[config.mk]
export PLATFORM = sky130hd
export DESIGN_NAME = gate_logic_pipe
export DESIGN_NICKNAME = d
export VERILOG_FILES = /design/src/rtl/gate_logic_pipe.sv
export SDC_FILE = /design/constraint.sdc
export NUM_CORES = 1
export LEC_CHECK = 0
export ABC_AREA = 1
export BUFFER_PORTS_ARGS = -buffer_cell sky130_fd_sc_hd__clkbuf_2
export CORE_AREA = 2 2 58 60
export CTS_BUF_LIST = sky130_fd_sc_hd__clkbuf_8
export DETAILED_ROUTE_END_ITERATION = 6
export DIE_AREA = 0 0 60 62
export PLACE_DENSITY = 0.91
export SYNTH_ARGS = -nofsm -noshare
export SYNTH_HDL_FRONTEND = slang
export SYNTH_SLANG_ARGS = --single-unit
[constraint.sdc]
create_clock -name clk -period 1.75 [get_ports clk]
set_input_delay 0.525 -clock clk [delete_from_list [all_inputs] [get_ports clk]]
set_output_delay 0.525 -clock clk [all_outputs]
set_load 0.02 [all_outputs]
[src/rtl/gate_logic_pipe.sv]
// gate_logic_pipe: registered two-operand logic unit.
// One of eight bitwise/reduction operations is applied to a and b on
// accept; the result and its zero/all-ones flags sit in a single output
// register behind a valid/ready handshake. A free-running counter tracks
// how many results the consumer has taken since reset.
module gate_logic_pipe #(
    parameter int WIDTH = 8,
    parameter int CNT_W = 8
) (
    input  logic             clk,
    input  logic             rst_n,
    input  logic             in_valid,
    output logic             in_ready,
    input  logic [WIDTH-1:0] a,
    input  logic [WIDTH-1:0] b,
    input  logic [2:0]       op,
    output logic             out_valid,
    input  logic             out_ready,
    output logic [WIDTH-1:0] f,
    output logic             zero,
    output logic             ones,
    output logic [CNT_W-1:0] cnt
);

    // Operation encodings
    localparam logic [2:0] OP_AND  = 3'b000;
    localparam logic [2:0] OP_OR   = 3'b001;
    localparam logic [2:0] OP_XOR  = 3'b010;
    localparam logic [2:0] OP_NAND = 3'b011;
    localparam logic [2:0] OP_NOR  = 3'b100;
    localparam logic [2:0] OP_XNOR = 3'b101;
    localparam logic [2:0] OP_NOTA = 3'b110;
    localparam logic [2:0] OP_RAND = 3'b111;

    // Evaluate the selected operation. RAND places the AND-reduction of a
    // in bit 0 and clears the rest, which also works for WIDTH == 1.
    function automatic logic [WIDTH-1:0] gate_eval(
        input logic [WIDTH-1:0] x,
        input logic [WIDTH-1:0] y,
        input logic [2:0]       sel
    );
        logic [WIDTH-1:0] r;
        r = '0;
        case (sel)
            OP_AND:  r = x & y;
            OP_OR:   r = x | y;
            OP_XOR:  r = x ^ y;
            OP_NAND: r = ~(x & y);
            OP_NOR:  r = ~(x | y);
            OP_XNOR: r = ~(x ^ y);
            OP_NOTA: r = ~x;
            OP_RAND: begin
                r    = '0;
                r[0] = &x;
            end
            default: r = '0;
        endcase
        return r;
    endfunction

    // Stage p0: combinational result and flags ahead of the output register
    logic [WIDTH-1:0] res_p0;
    logic             zero_p0;
    logic             ones_p0;
    logic             accept;
    logic             consume;

    // Next result and its flags, derived from the live operands
    always_comb begin
        res_p0  = gate_eval(a, b, op);
        zero_p0 = (res_p0 == '0);
        ones_p0 = &res_p0;
    end

    // The output register can take new data when empty or being drained
    assign in_ready = ~out_valid | out_ready;
    assign accept   = in_valid & in_ready;
    assign consume  = out_valid & out_ready;

    // Stage p1: output register, valid flag and consumed-result counter.
    // Everything clears on reset so no output is ever undefined.
    always_ff @(posedge clk or negedge rst_n) begin
        if (!rst_n) begin
            out_valid <= 1'b0;
            f         <= '0;
            zero      <= 1'b0;
            ones      <= 1'b0;
            cnt       <= '0;
        end else begin
            if (accept) begin
                f         <= res_p0;
                zero      <= zero_p0;
                ones      <= ones_p0;
                out_valid <= 1'b1;
            end else if (consume) begin
                out_valid <= 1'b0;
            end
            if (consume) begin
                cnt <= cnt + CNT_W'(1);
            end
        end
    end

endmodule

Word level (Yosys, flattened, before mapping)
Index checks and enable logic that the tools add are counted.
{"block": "word_totals", "word_cells": 32, "reg_bits": 19, "n_memories": 0, "romBits": 0, "latch_bits": 0, "ramBits": 0, "input_bits": 23}
{"block": "classes", "div": 0, "mul": 0, "n_shift": 0, "magnitude_cmp": 0, "muxes": 3, "n_addsub": 1, "bitwise_logic": 11, "eq_ne": 7, "reduce_logical": 5}
{"operator": "$pmux 8 s8", "count": 1}
{"operator": "$not 8->8", "count": 4}
{"operator": "$reduce_and 8->1", "count": 2}
{"operator": "$eq 3x3->1 const B", "count": 4}
{"operator": "$add 8x1->8 const B", "count": 1}
{"operator": "$and 8x8->8", "count": 1}
{"operator": "$logic_not 8->1", "count": 1}
{"operator": "$or 8x8->8", "count": 1}
{"operator": "$xor 8x8->8", "count": 1}
{"operator": "$eq 3x2->1 const B", "count": 2}
{"operator": "$eq 3x1->1 const B", "count": 1}
{"operator": "$logic_not 3->1", "count": 1}
{"operator": "$and 1x1->1", "count": 2}
{"operator": "$mux 1", "count": 2}
{"operator": "$reduce_bool 2->1", "count": 1}
{"operator": "$not 1->1", "count": 1}
{"operator": "$or 1x1->1", "count": 1}

Logic depth before layout (Yosys ltp)
Gate-level depths: netlist (run 1).
{"block": "logic_depth", "word_depth": 4, "mapped_depth": 11}

Worst setup path before layout (run 1)
OpenSTA, ideal clock, no wires.
{"block": "synth_timing", "path_type": "input-to-reg", "from": "input op[1]", "to": "register ones", "path_stages": 10, "arrival_ns": 1.506, "path_slack_ns": 0.178, "path_buffers": 1, "cell_sequence": "buf_4 -> nor2_2 -> nand2_2 -> inv_2 -> nand2_1 -> nand3_1 -> nand2_1 -> nor2_1 -> nand3_1 -> nand2_1"}
{"block": "synth_via", "elab_chain_cells": 3, "word_cells_on_any_way": 10}
{"item": "start, declared", "line_no": "16", "rtl": "input logic [2:0] op,"}
{"item": "$eq 3x3->1 (tied with other cells)", "line_no": "44", "rtl": "case (sel)"}
{"item": "$pmux 8 s8 (*)", "line_no": "44"}
{"item": "$reduce_and 8->1 (*)", "line_no": "72", "rtl": "ones_p0 = &res_p0;"}
{"item": "end signal, assigned", "line_no": "93", "rtl": "ones <= ones_p0;"}
{"item": "end, declared", "line_no": "21", "rtl": "output logic ones,"}
Mark *: on every way between the ends. The rest lies on a longest branch, timed or not.
A chain may end at the register's enable or synchronous reset.

Final worst setup path (run 1)
{"block": "layout_timing", "from": "input op[1]", "to": "register zero"}
{"block": "layout_via", "elab_chain_cells": 3, "word_cells_on_any_way": 10}
{"item": "$eq 3x3->1 (tied with other cells)", "line_no": "44"}
{"item": "$pmux 8 s8 (*)", "line_no": "44"}
{"item": "$logic_not 8->1 (*)", "line_no": "71", "rtl": "zero_p0 = (res_p0 == '0);"}
{"item": "end signal, assigned", "line_no": "92", "rtl": "zero <= zero_p0;"}
{"item": "end, declared", "line_no": "20", "rtl": "output logic zero,"}
Marked as above.

==> impl_results.md, run 1 <==
- Status: completed
- Largest net degree at the start of global routing: 20
- Drt wl/cell: 11.4 microns
- Least-Margin Pin Slew: 464 ps
- Antenna violations before repair: 0
- Mapped Area: 0.00162 sq mm
- Clk pin slew, worst setup/hold paths: 70 ps
- # hold bufs at CTS: 0
- Period Utilization, post-route: 0.897
- Total wire length: 4030 microns
- Cell taking the most area after synthesis: dfrtp_1
- Static Leak: 1.22 nW
- Max Slew Vio Count: 0
- Type of the worst setup path: in -> reg
- Chip width: 60 microns
- Post-synth EDFFs: 0
- Post-synthesis sequential area ratio: 0.294
- Worst path arrival time: 1740 ps
- Worst-case clock buffer depth: 2
- H-tree depth: 1
- Setup Buffers After CTS: 0
- Syn avg cell area: 6.58 sq um
- Required time of the critical path: 1920 ps
- GR Overflow Total: 0
- Max cap viols: 0
- Startpoint Class: input pin
- F_max: 0.637 GHz
- Filler cell count: 305
- Area contributors post-synth: dfrtp_1, nand2_1, ha_1, nor2_1, inv_1
- Setup ws final: 180 ps
- Seq cells post-synth: 19
- Share of layout cells above drive strength 1: 0.240
- Unrepaired setup endpoints after global routing: false
- Clock Sink Count: 19
- Net Count, Synth: 286
- Worst slack, placed: -73.4 ps
- Routability cong.: 0.921
- CTS tree: yes
- Maximum fanout along the worst path: 8
- Synthesis warning total: 0
- Nets: 349
- CTS buffer count: 3
- Met1 wire length: 1770 microns
- Vias per cell: 4.84
- Hold Fails Final Rpt: 0
- Initial Util: 0.509
- Post-synth top area share: 0.294
- Async SR Flop Fraction: 1.00
- Prevailing post-synth register cell: dfrtp_1
- Row count: 21
- HPWL after DPL: 3280 microns
- Clk_lat worst skew: 250 ps
- PwrDens: 756 mW/mm^2
- Synth cell types: 21
- Vias: 1712
- DR iter-0 viols: 64
- Chip height: 62 microns
- Diode count: 0
- DR WL met2: 2040 microns
- Finished layout cell area: 0.00206 sq mm
- Synth cell count leaders: nand2_1, nor2_1, inv_1
- Root buf cell: clkbuf_8
- Tmin final: 1570 ps
- Count leader, synth: nand2_1
- Number of global-route vias before repair: 1528
- Relative slew margins: 0.691
- Placed Instance Area: 0.00202 sq mm
- Hold crit path type: in -> async
- First-pass GRT wire length: 6440 microns
- GRT Util Overall: 0.227
- Crit end category: flop
- IO buf count: 42
- Top Layer Used: met4
- Final TNS setup: 0 ps
- WL met3: 173 microns
- Endpoints failing setup: 0
- P&R area growth vs syn: 27.4%
- Drt pass-1 iters: 4
- CTS resizes: 0
- Die area: 0.00372 sq mm
- DR DRC count: 0
- Reg2reg setup slack: 380 ps
- Core footprint: 0.00318 sq mm
- Clock Skew: 0.951 ps
- Post-DRT Antenna Nets: 0
- Post-Synthesis Cells: 246
- Top Ports: 43
- Worst vdd ir: 0.419 mV
==> critical path: stages <==
cell      delay [ps]
clkbuf_2         190
inv_1             80
nand3_1          200
o21ai_0          120
nor2_1           130
nand3_1          130
nor2_1           120
nand2_1           70
o21bai_1         170
==> metal layers <==
layer,vias up,track usage
li1,884,-
met1,771,0.289
met2,51,0.415
met3,6,0.0352
met4,0,0.0349
met5,-,0
==> layout make-up <==
class | count | area (sq um) | share of cell area
repair buffers | 62 | 360 | 0.175
well taps | 46 | 57.6 | 0.0279
multi-input cells | 180 | 961 | 0.466
inverters | 43 | 161 | 0.0783
flip-flops and latches | 19 | 475 | 0.231
clock inverters | 1 | 5.00 | 0.00243
clock buffers | 3 | 41.3 | 0.0200
==> through the flow <==
| stage | std cells | hold slack, ps | utilization | power (mW) |
|---|---|---|---|---|
| 2_1_floorplan | 246 | 229 | - | 0.998 |
| 3_3_place_gp | 350 | 458 | 0.634 | 1.23 |
| 3_5_place_dp | 350 | 465 | 0.634 | 1.26 |
| 4_1_cts | 354 | 219 | 0.649 | 1.56 |
| 5_1_grt | 354 | 233 | 0.649 | 1.67 |
| 6_report | 354 | 208 | 0.649 | 1.56 |
==> report_power, final <==
| part | internal (mW) | switching (mW) |
|---|---|---|
| registers | 0.534 | 0.0941 |
| logic | 0.246 | 0.380 |
| clock network | 0.158 | 0.146 |
| total | 0.939 | 0.619 |
==> sequential cells by signal (all words and copies together), names as in the netlist <==
signal     count
f              8
out_valid      1
ones           1
cnt            8
zero           1
==> placed cells by master (no fill, tap or decap), types with 3 or more instances in the layout <==
master,netlist,layout
nand2_1,59,59
nand3b_1,4,4
clkbuf_8,0,3
xnor2_1,6,6
buf_4,1,20
inv_1,41,41
dfrtp_1,19,19
ha_1,17,17
clkbuf_2,0,42
o21ai_0,7,7
nand3_1,20,20
nand4_1,7,7
o21ai_1,6,6
nor2_1,46,46
==> final timing paths <==
kind / startpoint / end / cells after the start
max: op[1] / zero$_DFFE_PN0P_ / 9
min: rst_n / cnt[5]$_DFFE_PN0P_ / 1
max reg2reg: out_valid$_DFFE_PN0P_ / cnt[7]$_DFFE_PN0P_ / 6
min reg2reg: cnt[7]$_DFFE_PN0P_ / cnt[7]$_DFFE_PN0P_ / 1
max in group asynchronous: rst_n / f[3]$_DFFE_PN0P_ / 1
min in group clk: cnt[7]$_DFFE_PN0P_ / cnt[7]$_DFFE_PN0P_ / 1
==> cell families after synthesis <==
logic type | count (synthesis) | synth area share
DFF | 19 | 0.294
adders and majority gates | 17 | 0.131
xor gates and xnor gates | 7 | 0.0379
buffers and inverters | 47 | 0.113
and+or+nand+nor | 142 | 0.379
AOI/OAI and AO/OA | 14 | 0.0448
Power figures use the tool's default switching activity.
==> inputs of run 2 (changes only) <==
Settings changed: MAX_ROUTING_LAYER from default to met4.
==> run 2 against run 1 <==
  * Flip-flop and latch count stayed put
  * Wire length down 2.8%
  * Die area did not move
  * Clock skew up 1.5 ps
  * Hold slack better by 4.5 ps
  * Combinational power fell by 3%
  * Via count shrank 0.47%
  * Clock-buffer cell count unchanged
  * Core utilization down 0.71 points
  * Final cell count decreased by 0.85%
  * Global-route usage up 0.87 points
  * Critical path depth is 1 higher
==> impl_results.md, run 2 (synthesis results as in run 1) <==
- Commonest non-fill, non-tap cell in the layout: nand2_1
- Row count: 21
- Period Utilization, post-route: 0.887
- Worst-case clock buffer depth: 2
- Top Ports: 43
- Dpl cells: 347
- M1 GR Usage: 0.296
- Number of global-route vias before repair: 1494
- DR iter-0 viols: 101
- Static Leak: 1.20 nW
- Clock Sink Count: 19
- IO buf count: 42
- Worst path arrival time: 1730 ps
- H-tree depth: 1
- Unrepaired setup endpoints after global routing: false
- Die area: 0.00372 sq mm
- Endpoints failing setup: 0
- Crit end category: flop
- Reg2reg setup slack: 340 ps
- Chip height: 62 microns
- Post-Layout Cell Count: 351
- CTS resizes: 0
- Type of the worst setup path: in -> reg
- Root buf cell: clkbuf_8
- Total wire length: 3910 microns
- Core footprint: 0.00318 sq mm
- Setup Buffers After CTS: 0
- Worst vdd ir: 0.416 mV
- Drt wl/cell: 11.1 microns
- Clock Skew: 2.48 ps
- Vias per cell: 4.85
- Status: completed
- Maximum fanout along the worst path: 4
- Vias: 1704
- Max Slew Vio Count: 0
- P&R area growth vs syn: 26.0%
- Tot Pwr: 1.54 mW
- Placed Instance Area: 0.00199 sq mm
- Chip width: 60 microns
- CTS buffer count: 3
- PwrDens: 754 mW/mm^2
- CTS tree: yes
- Share of layout cells above drive strength 1: 0.233
- DR DRC count: 0
- Startpoint Class: input pin
- Util after Layout: 0.641
- Relative slew margins: 0.683
- Most frequent cells in the layout: nand2_1, nor2_1, clkbuf_2, inv_1, nand3_1
- Clk_lat worst skew: 250 ps
- Hold Fails Final Rpt: 0
- First-pass GRT wire length: 6440 microns
- GRT Util Overall: 0.236
- Diode count: 0
- F_max: 0.644 GHz
- GR Overflow Total: 0
- Drt pass-1 iters: 4
- Regs by FF count: cnt x8, f x8
- Worst r2r path cells: 6
- Required time of the critical path: 1930 ps
- # hold bufs at CTS: 0
- Antenna violations before repair: 0
- Nets: 346
- HPWL after DPL: 3060 microns
- GRT met2 Usage: 0.418
- Max cap viols: 0
- Tmin final: 1550 ps
- GRT Max-Usage Layer: met2
- Reg2Reg Capture Point: cnt[7]$_DFFE_PN0P_
- Largest net degree at the start of global routing: 20
- Hold crit path type: in -> async
- Final TNS setup: 0 ps
- Initial Util: 0.509
- Clk pin slew, worst setup/hold paths: 70 ps
- Global routing usage on met3: 0.0373
- Finished layout cell area: 0.00204 sq mm
- Routability cong.: 0.902
- Start of the worst register-to-register path: out_valid$_DFFE_PN0P_
- Least-Margin Pin Slew: 476 ps
- Post-DRT Antenna Nets: 0
run 2: metrics by stage:
stage | setup WS, ps | hold slack (ps)
6_report | 197 | 212
5_1_grt | 36.5 | 233
4_1_cts | 197 | 221
3_5_place_dp | -64.9 | 469
3_3_place_gp | 11.8 | 458
2_1_floorplan | 178 | 229
run 2: worst max path at each step:
stage / from / slack, ps / endpoint / depth (start not counted)
2_1_floorplan: op[1] / 180 / ones$_DFFE_PN0P_ / 10
3_3_place_gp: a[3] / 10 / ones$_DFFE_PN0P_ / 11
3_5_place_dp: a[3] / -60 / zero$_DFFE_PN0P_ / 10
4_1_cts: a[3] / 200 / zero$_DFFE_PN0P_ / 10
5_1_grt: op[0] / 40 / ones$_DFFE_PN0P_ / 10
6_report: a[3] / 200 / zero$_DFFE_PN0P_ / 10
run 2: final cells by class:
| cell class | count | area, sq um |
|---|---|---|
| Clock inverter | 1 | 5.00 |
| Timing Repair Buffer | 59 | 338 |
| Multi-Input combinational cell | 180 | 961 |
| Tap cell | 46 | 57.6 |
| Clock buffer | 3 | 41.3 |
| Fill cell | 292 | 1140 |
| Inverter | 43 | 161 |
| Sequential cell | 19 | 475 |
run 2: power breakdown:
group	leakage, nW	internal (mW)	switching [mW]	total (mW)
logic	0.936	0.237	0.373	0.610
clock network	0.0255	0.158	0.147	0.305
registers	0.243	0.534	0.0889	0.623
run 2: worst max-delay path, cell delays in order:
cell and delay [ps]:
clkbuf_2 130, inv_1 50, ha_1 300, nand4_1 120, nand2_1 70, nor2_1 90
nand3_1 130, nor2_1 120, nand3_1 70, o21bai_1 130
run 2: metal layers:
layer,vias up,wire [microns]
li1,878,-
met1,784,1740
met2,42,2010
met3,0,165
met4,0,0
met5,-,0
==> inputs of run 3 (changes only) <==
==> constraint.sdc (replaced) <==
create_clock -name clk -period 1.75 [get_ports clk]
set_input_delay 0.0875 -clock clk [delete_from_list [all_inputs] [get_ports clk]]
set_output_delay 0.0875 -clock clk [all_outputs]
set_load 0.02 [all_outputs]
==> run 3 against run 2 <==
  * Fmax rose by 15%
  * Critical path depth fell by 4
  * Clock-buffer cell count did not move
  * Worst setup slack improved by 200 ps
  * Global-route usage fell by 2.4 points
==> impl_results.md, run 3 (synthesis results as in run 1) <==
- Most frequent cells in the layout: nand2_1, nor2_1, inv_1, clkbuf_2, nand3_1
- Worst slack, placed: 232 ps
- Status: completed
- Tot Pwr: 1.49 mW
- Max cap viols: 0
- Drt pass-1 iters: 4
- Post-Layout Cell Count: 336
- CTS buffer count: 3
- Reg2Reg Capture Point: cnt[7]$_DFFE_PN0P_
- P&R area growth vs syn: 19.1%
- Unrepaired setup endpoints after global routing: false
- Max Slew Vio Count: 0
- Row count: 21
- Clock Skew: 2.01 ps
- Antenna violations before repair: 0
- Sw Share: 0.395
- Hold path start: out_ready
- Worst path arrival time: 1490 ps
- Hold crit path type: in -> reg
- Hold Fails Final Rpt: 0
- Startpoint Class: flop
- DR DRC count: 0
- Least-Margin Pin Slew: 450 ps
- Final TNS setup: 0 ps
- Chip height: 62 microns
- Regs by FF count: cnt x8, f x8
- GRT Util Overall: 0.212
- Combinational Power Share: 0.384
- Number of global-route vias before repair: 1421
- Finished layout cell area: 0.00193 sq mm
- Period Utilization, post-route: 0.774
- Worst-case clock buffer depth: 2
- Nets: 331
- Root buf cell: clkbuf_8
- Core footprint: 0.00318 sq mm
- Crit end category: flop
- IO buf count: 42
- Share of layout cells above drive strength 1: 0.186
- PwrDens: 772 mW/mm^2
- GR Overflow Total: 0
- NetSw: 587 uW
- Placed Instance Area: 0.00187 sq mm
- Top Ports: 43
- Clk pin slew, worst setup/hold paths: 70 ps
- Reg2reg setup slack: 400 ps
- Vias: 1634
- Endpoints failing setup: 0
- Total wire length: 3560 microns
- H-tree depth: 1
- Maximum fanout along the worst path: 4
- Tmin final: 1350 ps
- Setup ws final: 396 ps
- Start of the worst register-to-register path: out_valid$_DFFE_PN0P_
- # hold bufs at CTS: 1
- Clk network pwr share: 0.195
- Hold path cells: 4
- Clock Sink Count: 19
- Post-DRT Antenna Nets: 0
- Routability cong.: 0.922
- Dpl cells: 331
- Setup Buffers After CTS: 0
- Diode count: 0
- Required time of the critical path: 1890 ps
- First-pass GRT wire length: 5870 microns
- DR iter-0 viols: 44
- Drt wl/cell: 10.6 microns
- Vias per cell: 4.86
- Die area: 0.00372 sq mm
- F_max: 0.739 GHz
- Sequential Power Share: 0.420
- Largest net degree at the start of global routing: 20
- CTS tree: yes
- CTS resizes: 0
- Chip width: 60 microns
- Type of the worst setup path: reg -> reg
- Worst r2r path cells: 6
- Clk_lat worst skew: 250 ps
- Hold Path End: out_valid$_DFFE_PN0P_
- Internal power: 901 uW
- Relative slew margins: 0.700
- Commonest non-fill, non-tap cell in the layout: nand2_1
- Initial Util: 0.509
- Worst vdd ir: 0.410 mV
- HPWL after DPL: 2900 microns
- Static Leak: 1.13 nW
run 3: cell count changes in the layout (fill, tap and decap cells not counted), sizes merged:
cell	delta
dlygate4sd3	+1
inv	+1
buf	-16
clkinv	-1
run 3: area by class of cell:
class / instances / area (sq um)
clock buffer: 3 / 41.3
fill: 308 / 1250
sequential: 19 / 475
clock inverter: 1 / 3.75
inverter: 43 / 161
tap: 46 / 57.6
timing repair buffer: 44 / 228
multi-input combinational: 180 / 961
run 3: layer usage:
metal  GRT usage  share of wire  up-vias
li1            -              -      844
met1       0.252           0.44      738
met2       0.370           0.50       44
met3      0.0331          0.035        8
met4      0.0635          0.019        0
met5           -              0        -
run 3: power by group through the flow:
stage          registers (mW)  clock network (mW)  logic (mW)
2_1_floorplan           0.739                   0       0.259
3_3_place_gp            0.630                   0       0.560
3_5_place_dp            0.633                   0       0.573
4_1_cts                 0.626               0.300       0.576
5_1_grt                 0.639               0.326       0.647
6_report                0.625               0.291       0.572
run 3: through the flow:
stage / utilization / hold slack (ps)
2_1_floorplan: - / -208
3_3_place_gp: 0.589 / 55.6
3_5_place_dp: 0.589 / 60.2
4_1_cts: 0.606 / 128
5_1_grt: 0.606 / 158
6_report: 0.606 / 129
run 3: critical path, stage by stage (launching register included):
cell	delay [ps]
dfrtp_1	360
nand2_1	100
inv_1	120
nand4_1	130
nand3b_1	210
nand3b_1	180
xnor2_1	130
run 3: how the worst max path moves through the flow:
stage / cells after the start / from / to / slack, ps
floorplan: 6 / out_valid$_DFFE_PN0P_ / cnt[7]$_DFFE_PN0P_ / 320
global placement: 9 / op[2] / zero$_DFFE_PN0P_ / 210
detailed placement: 9 / op[2] / zero$_DFFE_PN0P_ / 230
CTS: 6 / out_valid$_DFFE_PN0P_ / cnt[7]$_DFFE_PN0P_ / 390
global route: 6 / out_valid$_DFFE_PN0P_ / cnt[7]$_DFFE_PN0P_ / 300
finish: 6 / out_valid$_DFFE_PN0P_ / cnt[7]$_DFFE_PN0P_ / 400
